===== src/rtl/fsqrt_round_pack.sv =====
// fsqrt_round_pack: back end of the single-precision square-root path.
// Latches the operand at acceptance, waits out the root unit's fixed latency,
// then rounds/packs the root (or a special-case result) into an IEEE single.
module fsqrt_round_pack #(
    parameter int ROOT_LAT = 24
) (
    input  logic        clk,
    input  logic        rst,
    input  logic        ena,
    input  logic        start,
    input  logic [31:0] a,
    input  logic [1:0]  rm,
    input  logic [31:0] q,
    output logic        busy,
    output logic        valid,
    output logic [31:0] result,
    output logic        invalid,
    output logic        inexact
);

    localparam int               CNT_W    = $clog2(ROOT_LAT + 1);
    localparam logic [CNT_W-1:0] CNT_LAST = CNT_W'(ROOT_LAT);

    logic [CNT_W-1:0] cnt_q, cnt_d;
    logic             busy_q, busy_d;
    logic             valid_q, valid_d;
    logic [31:0]      result_q, result_d;
    logic             invalid_q, invalid_d;
    logic             inexact_q, inexact_d;
    logic [31:0]      a_q, a_d;
    logic [1:0]       rm_q, rm_d;
    logic [33:0]      calc;

    // Round-up decision; the root is always positive so RDN never increments.
    function automatic logic round_inc(input logic [1:0] mode, input logic g,
                                       input logic st, input logic lsb);
        logic inc;
        case (mode)
            2'b00:   inc = g & (st | lsb);
            2'b10:   inc = g | st;
            default: inc = 1'b0;
        endcase
        return inc;
    endfunction

    // Returns {invalid, inexact, result} for operand op, mode and root value.
    function automatic logic [33:0] fsqrt_pack(input logic [31:0] op,
                                               input logic [1:0]  mode,
                                               input logic [31:0] root);
        logic        s;
        logic [7:0]  e;
        logic [22:0] f;
        logic [8:0]  e9;
        logic [22:0] frac;
        logic        g, st, inc, carry;
        logic [31:0] res;
        logic        inv, ix;
        s   = op[31];
        e   = op[30:23];
        f   = op[22:0];
        g   = root[7];
        st  = |root[6:0];
        inc = round_inc(mode, g, st, root[8]);
        // Halve the biased exponent; odd exponents were pre-shifted by the root unit.
        e9  = e[0] ? (({1'b0, e} + 9'd127) >> 1) : (({1'b0, e} + 9'd126) >> 1);
        // A carry out of the 24-bit mantissa only happens from all-ones; the
        // 23-bit fraction add then wraps to zero on its own.
        carry = (&root[31:8]) & inc;
        frac  = root[30:8] + {22'b0, inc};
        if (carry) begin
            e9 = e9 + 9'd1;
        end
        // e9 never exceeds 191, so its top bit doubles as the zero sign bit.
        res = {e9, frac};
        inv = 1'b0;
        ix  = g | st;
        if (e == 8'hFF && f != 23'b0) begin
            res = 32'h7FC0_0000;
            inv = ~f[22];
            ix  = 1'b0;
        end else if (e == 8'h00) begin
            res = {s, 31'b0};
            ix  = 1'b0;
        end else if (s) begin
            res = 32'h7FC0_0000;
            inv = 1'b1;
            ix  = 1'b0;
        end else if (e == 8'hFF) begin
            res = 32'h7F80_0000;
            ix  = 1'b0;
        end
        return {inv, ix, res};
    endfunction

    assign calc = fsqrt_pack(a_q, rm_q, q);

    // Next-state: accept a request, count the root latency, then register the result.
    always_comb begin
        cnt_d     = cnt_q;
        busy_d    = busy_q;
        valid_d   = valid_q;
        result_d  = result_q;
        invalid_d = invalid_q;
        inexact_d = inexact_q;
        a_d       = a_q;
        rm_d      = rm_q;
        if (ena) begin
            valid_d = 1'b0;
            if (busy_q) begin
                if (cnt_q == CNT_LAST) begin
                    busy_d = 1'b0;
                    cnt_d  = '0;
                    valid_d = 1'b1;
                    {invalid_d, inexact_d, result_d} = calc;
                end else begin
                    cnt_d = cnt_q + CNT_W'(1);
                end
            end else if (start) begin
                busy_d = 1'b1;
                cnt_d  = CNT_W'(1);
                a_d    = a;
                rm_d   = rm;
            end
        end
    end

    // Control and output registers; reset aborts any operation in flight.
    always_ff @(posedge clk) begin
        if (rst) begin
            cnt_q     <= '0;
            busy_q    <= 1'b0;
            valid_q   <= 1'b0;
            result_q  <= '0;
            invalid_q <= 1'b0;
            inexact_q <= 1'b0;
        end else begin
            cnt_q     <= cnt_d;
            busy_q    <= busy_d;
            valid_q   <= valid_d;
            result_q  <= result_d;
            invalid_q <= invalid_d;
            inexact_q <= inexact_d;
        end
    end

    // Operand latch; only meaningful while busy, so it needs no reset.
    always_ff @(posedge clk) begin
        a_q  <= a_d;
        rm_q <= rm_d;
    end

    assign busy    = busy_q;
    assign valid   = valid_q;
    assign result  = result_q;
    assign invalid = invalid_q;
    assign inexact = inexact_q;

endmodule


===== config.mk =====
export PLATFORM = sky130hd
export DESIGN_NAME = fsqrt_round_pack
export DESIGN_NICKNAME = d
export VERILOG_FILES = /design/src/rtl/fsqrt_round_pack.sv
export SDC_FILE = /design/constraint.sdc
export NUM_CORES = 1
export LEC_CHECK = 0
export CORE_AREA = 2 2 120 76
export DETAILED_ROUTE_END_ITERATION = 8
export DIE_AREA = 0 0 122 78
export PLACE_DENSITY = 0.72
export SYNTH_ARGS = -nofsm -noshare
export SYNTH_HDL_FRONTEND = slang
export SYNTH_SLANG_ARGS = --single-unit
export TNS_END_PERCENT = 5

===== constraint.sdc =====
create_clock -name clk -period 7 [get_ports clk]
set_input_delay 2.1 -clock clk [delete_from_list [all_inputs] [get_ports clk]]
set_output_delay 2.1 -clock clk [all_outputs]
set_load 0.02 [all_outputs]

=== Yosys cells after proc, flatten, opt, wreduce, memory -nomap -nowiden ===
Index checks and enable logic that the tools add are counted.

* Bits in registers: 75
* Output and inout port bits: 36
* Bits of input ports: 70
* Memories: 0
* RAM bits: 0
* ROM bits: 0
* Logic and storage cells: 54
* Latch bits: 0

* Reduce and logical (&&, ||, !) cells: 10
* Shifts and indexed selects: 0
* Mux-type cells: 22
* Div/mod/pow operators: 0
* Bitwise operators: 6
* Equal/unequal tests: 3
* Add/subtract/negate cells: 5
* Magnitude comparators: 0
* Multipliers: 0

{| class="wikitable"
|+ Operators with widths
! cell !! count
|-
| two-way mux 32 bit || 4
|-
| AND reduction 24 bit || 1
|-
| adder 23 x 1 -> 23 bit || 1
|-
| nonzero test 23 bit || 1
|-
| adder 8 x 7 -> 9 bit, second input constant || 2
|-
| two-way mux 5 bit || 3
|-
| two-way mux 1 bit || 12
|-
| adder 8 x 1 -> 9 bit, second input constant || 1
|-
| two-way mux 9 bit || 1
|-
| equality test 8 bit, second input constant || 1
|-
| zero test 8 bit || 1
|-
| two-way mux 8 bit || 1
|-
| OR reduction 7 bit || 1
|-
| AND reduction 3 bit || 2
|-
| adder 5 x 1 -> 5 bit, second input constant || 1
|-
| equality test 5 bit, second input constant || 1
|-
| AND 1 bit || 2
|-
| equality test 2 bit, second input constant || 1
|-
| zero test 2 bit || 1
|-
| inverter 1 bit || 2
|-
| bitwise OR 1 bit || 2
|-
| case mux 1 bit (2 select lines) || 1
|-
| AND reduction 2 bit || 1
|-
| nonzero test 2 bit || 1
|-
| logical AND 1 bit || 1
|}

=== Logic depth before layout (Yosys ltp) ===
Gate-level depths: netlist of run 1.

* Depth in word-level cells: 10
* Depth in mapped cells: 10
* Mapped depth without buffers: 10

=== Worst setup path before layout of run 1 ===
Ideal clock, no wire load.

* Kind: input-to-reg
* From: input port start
* To: register a_q[0], enable pin
* Arrival time: 3.593 ns
* Path slack: 2.982 ns
* Data required time: 6.574 ns
* Buffers on the path: 0
* Stages on the path: 2
* Library setup time: 0.426 ns
* Cells stage by stage: nand2_1 nor2_1

* Cells in the longest elaborated chain, start to end: 1

{| class="wikitable"
|+ RTL lines
! item !! RTL line !! text
|-
| start, declared || 10 || <nowiki>input logic start,</nowiki>
|-
| AND reduction 3 bit (no line) || -- ||
|-
| end signal, assigned || 148 || <nowiki>a_q <= a_d;</nowiki>
|-
| end, declared || 30 || <nowiki>logic [31:0] a_q, a_d;</nowiki>
|}

No other way between the ends.
A chain may end at the register's enable or synchronous reset.

=== Worst setup path in the final report of run 1 ===
* From: input port q[8]
* To: register result_q[16], in the netlist result[16]

* Cells in the longest elaborated chain, start to end: 8

{| class="wikitable"
|+ RTL lines
! item !! RTL line !! text
|-
| start, declared || 13 || <nowiki>input logic [31:0] q,</nowiki>
|-
| bitwise OR 1 bit || 39 || <nowiki>2'b00: inc = g & (st | lsb);</nowiki>
|-
| AND 1 bit || 39 ||
|-
| case mux 1 bit (2 select lines) || 38 || <nowiki>case (mode)</nowiki>
|-
| adder 23 x 1 -> 23 bit * || 69 || <nowiki>frac = root[30:8] + {22'b0, inc};</nowiki>
|-
| two-way mux 32 bit * || 88 || <nowiki>end else if (e == 8'hFF) begin</nowiki>
|-
| two-way mux 32 bit * || 84 || <nowiki>end else if (s) begin</nowiki>
|-
| two-way mux 32 bit * || 81 || <nowiki>end else if (e == 8'h00) begin</nowiki>
|-
| two-way mux 32 bit * || 77 || <nowiki>if (e == 8'hFF && f != 23'b0) begin</nowiki>
|-
| end signal, assigned || 140 || <nowiki>result_q <= result_d;</nowiki>
|-
| end, declared || 27 || <nowiki>logic [31:0] result_q, result_d;</nowiki>
|}

Mark *: on every way between the ends. The rest lies on a longest branch, timed or not.

==> impl_metrics.tcl, run 1 <==
set metrics [dict create \
    rrSetupSlack_ns 4.41 \
    ys.warnings.count 0 \
    avgSynthCellArea_sq_um 10.2 \
    stdcell_count 565 \
    cts.clk_slew.worst_paths_ns 0.06 \
    clk_latency_ns 0.33 \
    worst_pin_slew_ns 1.02 \
    grt_pass1_wl_um 14000 \
    gr-usage-all-layers_pct 19.5 \
    ant_nets 0 \
    slew_viol_final 0 \
    ys_async_sr_fraction_pct 0 \
    drive_above_1_share_pct 6.18 \
    synth_compound_area_share_pct 11.0 \
    dp_slack_ns 2.27 \
    postSynthCellCount 338 \
    worst_hold_slack_ns 0.449 \
    synthAdderAreaFrac_pct 3.64 \
    dp_hpwl_um 6820 \
    crit_path_end_kind "flop" \
    synth-xor-area-share_pct 8.15 \
    peakVddDrop_uv 122 \
    worst-path-max-fanout 5 \
    layout_commonest_cell "clkdlybuf4s50_1" \
    antenna_found_initial 0 \
    dpl_cell_area_sq_mm 0.00462 \
    vias_per_cell 5.16 \
    postCtsSetupRepairBufs 0 \
    wire_per_inst_um 15.6 \
    clockRootBuffer "clkbuf_16" \
    outcome "complete, no violations" \
    clock_skew_ns 0.00677 \
    cts_hold_buf 0 \
    synth_seq_cells 75 \
    first_pass_iters 4 \
    synthFlopType "dfxtp_1" \
    cp.arrival_ns 4.70 \
    first_iter_violations 215 \
    cts-resized-gates 0 \
    cts_buffers 9 \
    htreeDepth 3 \
    cts_tree "yes" \
    synth_edf_count 34 \
    hold_viol 0 \
    synth_fp_nets 418 \
    synth-seq-area-share_pct 53.6 \
    port_buffers 105 \
    area_growth_pct 43.0 \
    vias 2917 \
    period_share_pct 63.6 \
    power.density_mw_per_mm2 206 \
    start_kind "input port" \
    path_class "input port to flop" \
    fmax_ghz 0.225 \
    final_area_sq_mm 0.00492 \
    core_area_sq_mm 0.00830 \
    required_ns 7.25 \
    worst-r2r-cell-count 10 \
    setup_ws_ns 2.55 \
    synth_top_family_by_area "simple AND/OR/NAND/NOR gates" \
    dp.cells 549 \
    drt-total-wl_um 8830 \
    fin_nets 528 \
    finalCriticalPeriod_ns 4.45 \
    cap_viol_max_count 0 \
    synth-simple-area-share_pct 20.8 \
    grt-ovfl-total 0 \
    start_util_pct 41.4 \
    diodes 0 \
    hold_class "flop to flop" \
    syn_area_sq_mm 0.00344 \
    whs_path_depth 2 \
    rsz0062_at_grt "false" \
    grt_max_degree 35 \
    rows 26 \
    ioPinCount 106 \
    drc 0 \
    p_leak_uw 0.00172 \
    relSlewSlack_pct 32.1 \
    setup-tns-final_ns 0 \
    finalSetupViolations 0 \
    first_global_vias 2760 \
    gp_congestion 0.901 \
    cts_sinks 75 \
    die_area_sq_mm 0.00952 \
    fp.dieH_um 78 \
    ys_types 42 \
    final_cell_mix "clkdlybuf4s50_1 (105), nand2_1 (42), dfxtp_1 (41)" \
    fp.dieW_um 122 \
    clock_path_buffers 2 \
    synthMuxAreaShare_pct 0.873 \
]
==> final cells by class <==
type | instances | area [sq um]
clock inverters | 7 | 67.6
repair buffers | 107 | 1070
clock buffers | 9 | 225
well taps | 112 | 140
fillers | 716 | 3380
inverters | 10 | 37.5
flip-flops and latches | 75 | 1840
multi-input cells | 245 | 1540
==> metrics by stage <==
step | total power, uW | utilization (%)
global placement | 571 | 55.7
floorplan | 517 | -
global route | 1050 | 59.3
CTS | 1020 | 59.3
detailed placement | 573 | 55.7
finish | 1010 | 59.3
==> kinds of logic after synthesis <==
group	after synthesis
XOR/XNOR	32
AND/OR/NAND/NOR	135
adder cells (fa/ha/maj)	10
buffers and inverters	18
multiplexers	3
flip-flops	75
AO/OA/AOI/OAI	65
==> layer usage <==
| layer | global-route usage (%) | routed length, um | part of all wire [%] |
|---|---|---|---|
| met1 | 26.7 | 4120 | 47 |
| met2 | 29.1 | 3920 | 44 |
| met3 | 6.69 | 684 | 7.8 |
| met4 | 5.86 | 100 | 1.1 |
| met5 | 0 | 0 | 0 |
==> final timing paths <==
check | end | from
setup reg to reg | result[16]$_SDFFE_PP0P_ | rm_q[1]$_DFFE_PP_
setup / recovery | result[16]$_SDFFE_PP0P_ | q[8]
hold reg to reg | result[11]$_SDFFE_PP0P_ | result[11]$_SDFFE_PP0P_
hold / removal | result[11]$_SDFFE_PP0P_ | result[11]$_SDFFE_PP0P_
==> registers in the layout, summed over array words and instances (netlist names) <==
name / flops
cnt_q: 5
result: 32
a_q: 32
busy: 1
inexact: 1
valid: 1
rm_q: 2
invalid: 1
==> Yosys cell counts (all sizes together), types with 5 or more instances <==
library cell / count / share of area, %
nand2: 42 / 4.6
dfxtp: 41 / 24
edfxtp: 34 / 30
o21ai: 34 / 4.9
nor2: 21 / 2.3
xor2: 21 / 5.3
a21oi: 18 / 2.6
nand3: 15 / 2.2
nand4: 13 / 3.0
nor3: 12 / 1.7
xnor2: 11 / 2.8
ha: 10 / 3.6
inv: 10 / 1.1
nor4: 8 / 1.9
clkbuf: 7 / 0.76
nand2b: 5 / 0.91
==> where the power goes <==
group	total (uW)	switching, uW	leakage (uW)	internal, uW
Clock	448	174	0.000141	274
Sequential	476	6.58	0.000647	469
Combinational	88.5	39.0	0.000932	49.5
==> critical path: stages <==
cell and delay, ns:
clkdlybuf4s50_1 0.51, nor2_1 0.06, a31oi_1 0.22, and2_1 0.16, ha_1 0.22, ha_1 0.29, nand4_1 0.21, nor2_1 0.47
nand2_1 0.14, xor2_1 0.16, o21ai_0 0.16
Note: power is estimated with default switching activity, not from simulation.
==> inputs of run 2 (changes only) <==
==> constraint.sdc (replaced) <==
create_clock -name clk -period 4.2 [get_ports clk]
set_input_delay 1.26 -clock clk [delete_from_list [all_inputs] [get_ports clk]]
set_output_delay 1.26 -clock clk [all_outputs]
set_load 0.02 [all_outputs]
==> run 2 against run 1 <==
- total power increased by 66%
- clock-buffer cell count unchanged
- utilization increased by 0.20 points
- sequential share of layout area decreased by 0.12 points
- clock power increased by 66%
- worst hold slack improved by 0.0035 ns
- critical path depth unchanged
- global-route usage decreased by 0.61 points
- flip-flop and latch count unchanged
==> impl_metrics.tcl, run 2 (same netlist as run 1, synthesis figures left out) <==
set metrics [dict create \
    fp.dieH_um 78 \
    rrSetupSlack_ns 1.60 \
    worst-path-max-fanout 5 \
    vias 2886 \
    clock_path_buffers 2 \
    ioPinCount 106 \
    core_area_sq_mm 0.00830 \
    vias_per_cell 5.09 \
    cts_buffers 9 \
    cts_hold_buf 0 \
    finalSetupViolations 0 \
    slew_viol_final 0 \
    drt-total-wl_um 8520 \
    final_cell_mix "clkdlybuf4s50_1 (105), nand2_1 (42), dfxtp_1 (41)" \
    start_kind "input port" \
    period_share_pct 87.0 \
    post-route-util_pct 59.5 \
    clk_latency_ns 0.33 \
    antenna_found_initial 0 \
    worst-r2r-cell-count 10 \
    cts.clk_slew.worst_paths_ns 0.06 \
    stdcell_count 567 \
    cts-resized-gates 0 \
    total_power_uw 1680 \
    area_growth_pct 43.4 \
    fin_nets 530 \
    crit_path_end_kind "flop" \
    rows 26 \
    fp.dieW_um 122 \
    grt_pass1_wl_um 13600 \
    first_pass_iters 5 \
    first_iter_violations 214 \
    diodes 0 \
    grt_max_degree 35 \
    dp.cells 551 \
    rsz0062_at_grt "false" \
    postCtsSetupRepairBufs 0 \
    port_buffers 105 \
    grt-ovfl-total 0 \
    outcome "complete, no violations" \
    die_area_sq_mm 0.00952 \
    whs_path_depth 2 \
    start_util_pct 41.4 \
    clock_skew_ns 0.00513 \
    path_class "input port to flop" \
    power.density_mw_per_mm2 341 \
    ant_nets 0 \
    hold_class "flop to flop" \
    cts_sinks 75 \
    htreeDepth 3 \
    drc 0 \
    relSlewSlack_pct 38.6 \
    cts_tree "yes" \
    first_global_vias 2743 \
    p_leak_uw 0.00172 \
    wire_per_inst_um 15.0 \
    gr-usage-all-layers_pct 18.9 \
    hold_viol 0 \
    clockRootBuffer "clkbuf_16" \
    required_ns 4.45 \
    worst_hold_slack_ns 0.453 \
    layout_commonest_cell "clkdlybuf4s50_1" \
    dp_hpwl_um 6620 \
    fillers 720 \
    setup-tns-final_ns 0 \
    cp.arrival_ns 3.90 \
    gp_congestion 0.855 \
    drive_above_1_share_pct 6.59 \
    fmax_ghz 0.274 \
    cap_viol_max_count 0 \
    finalCriticalPeriod_ns 3.65 \
    peakVddDrop_uv 211 \
    worst_pin_slew_ns 0.919 \
]
-- run 2: cell types whose count changed in the layout (fill, tap and decap cells not counted) --
cell,before,now
buf_4,2,4
clkinvlp_4,1,3
clkinv_2,1,0
inv_6,1,0
-- run 2: metrics by stage --
step / area (sq um) / setup slack [ns]
finish: 4930 / 0.545
global route: 4930 / 0.454
CTS: 4930 / 0.667
detailed placement: 4640 / 0.364
global placement: 4640 / 0.485
floorplan: 3440 / 1.02
-- run 2: path summary, 6_finish.rpt --
| check | from | to |
|---|---|---|
| min reg2reg | result[3]$_SDFFE_PP0P_ | result[3]$_SDFFE_PP0P_ |
| min | result[3]$_SDFFE_PP0P_ | result[3]$_SDFFE_PP0P_ |
| max reg2reg | rm_q[1]$_DFFE_PP_ | result[18]$_SDFFE_PP0P_ |
| max | q[8] | result[18]$_SDFFE_PP0P_ |
-- run 2: power by group --
group | internal (uW) | total, uW | switching (uW)
clock | 456 | 743 | 287
combinational | 83.0 | 147 | 63.8
sequential | 782 | 793 | 10.9
total | 1320 | 1680 | 362
-- run 2: per-layer routing --
layer | global-route usage (%) | vias to the layer above | wire length [um]
li1 | - | 1451 | -
met1 | 26.2 | 1358 | 4240
met2 | 27.9 | 66 | 3720
met3 | 5.88 | 11 | 449
met4 | 6.21 | 0 | 109
met5 | 0 | - | 0
-- run 2: layout make-up --
type / instances / area [sq um] / area share, %
well taps: 112 / 140 / 2.84
multi-input cells: 245 / 1540 / 31.2
repair buffers: 109 / 1080 / 21.9
flip-flops and latches: 75 / 1840 / 37.3
clock buffers: 9 / 225 / 4.57
inverters: 10 / 37.5 / 0.761
clock inverters: 7 / 68.8 / 1.40
-- run 2: critical path: stages --
cell,delay [ns]
clkdlybuf4s50_1,0.51
nor2_1,0.06
a31oi_1,0.22
and2_1,0.16
ha_1,0.23
ha_1,0.29
nand4_1,0.21
nor2_1,0.47
nand2_1,0.16
xor2_1,0.17
o21ai_0,0.15
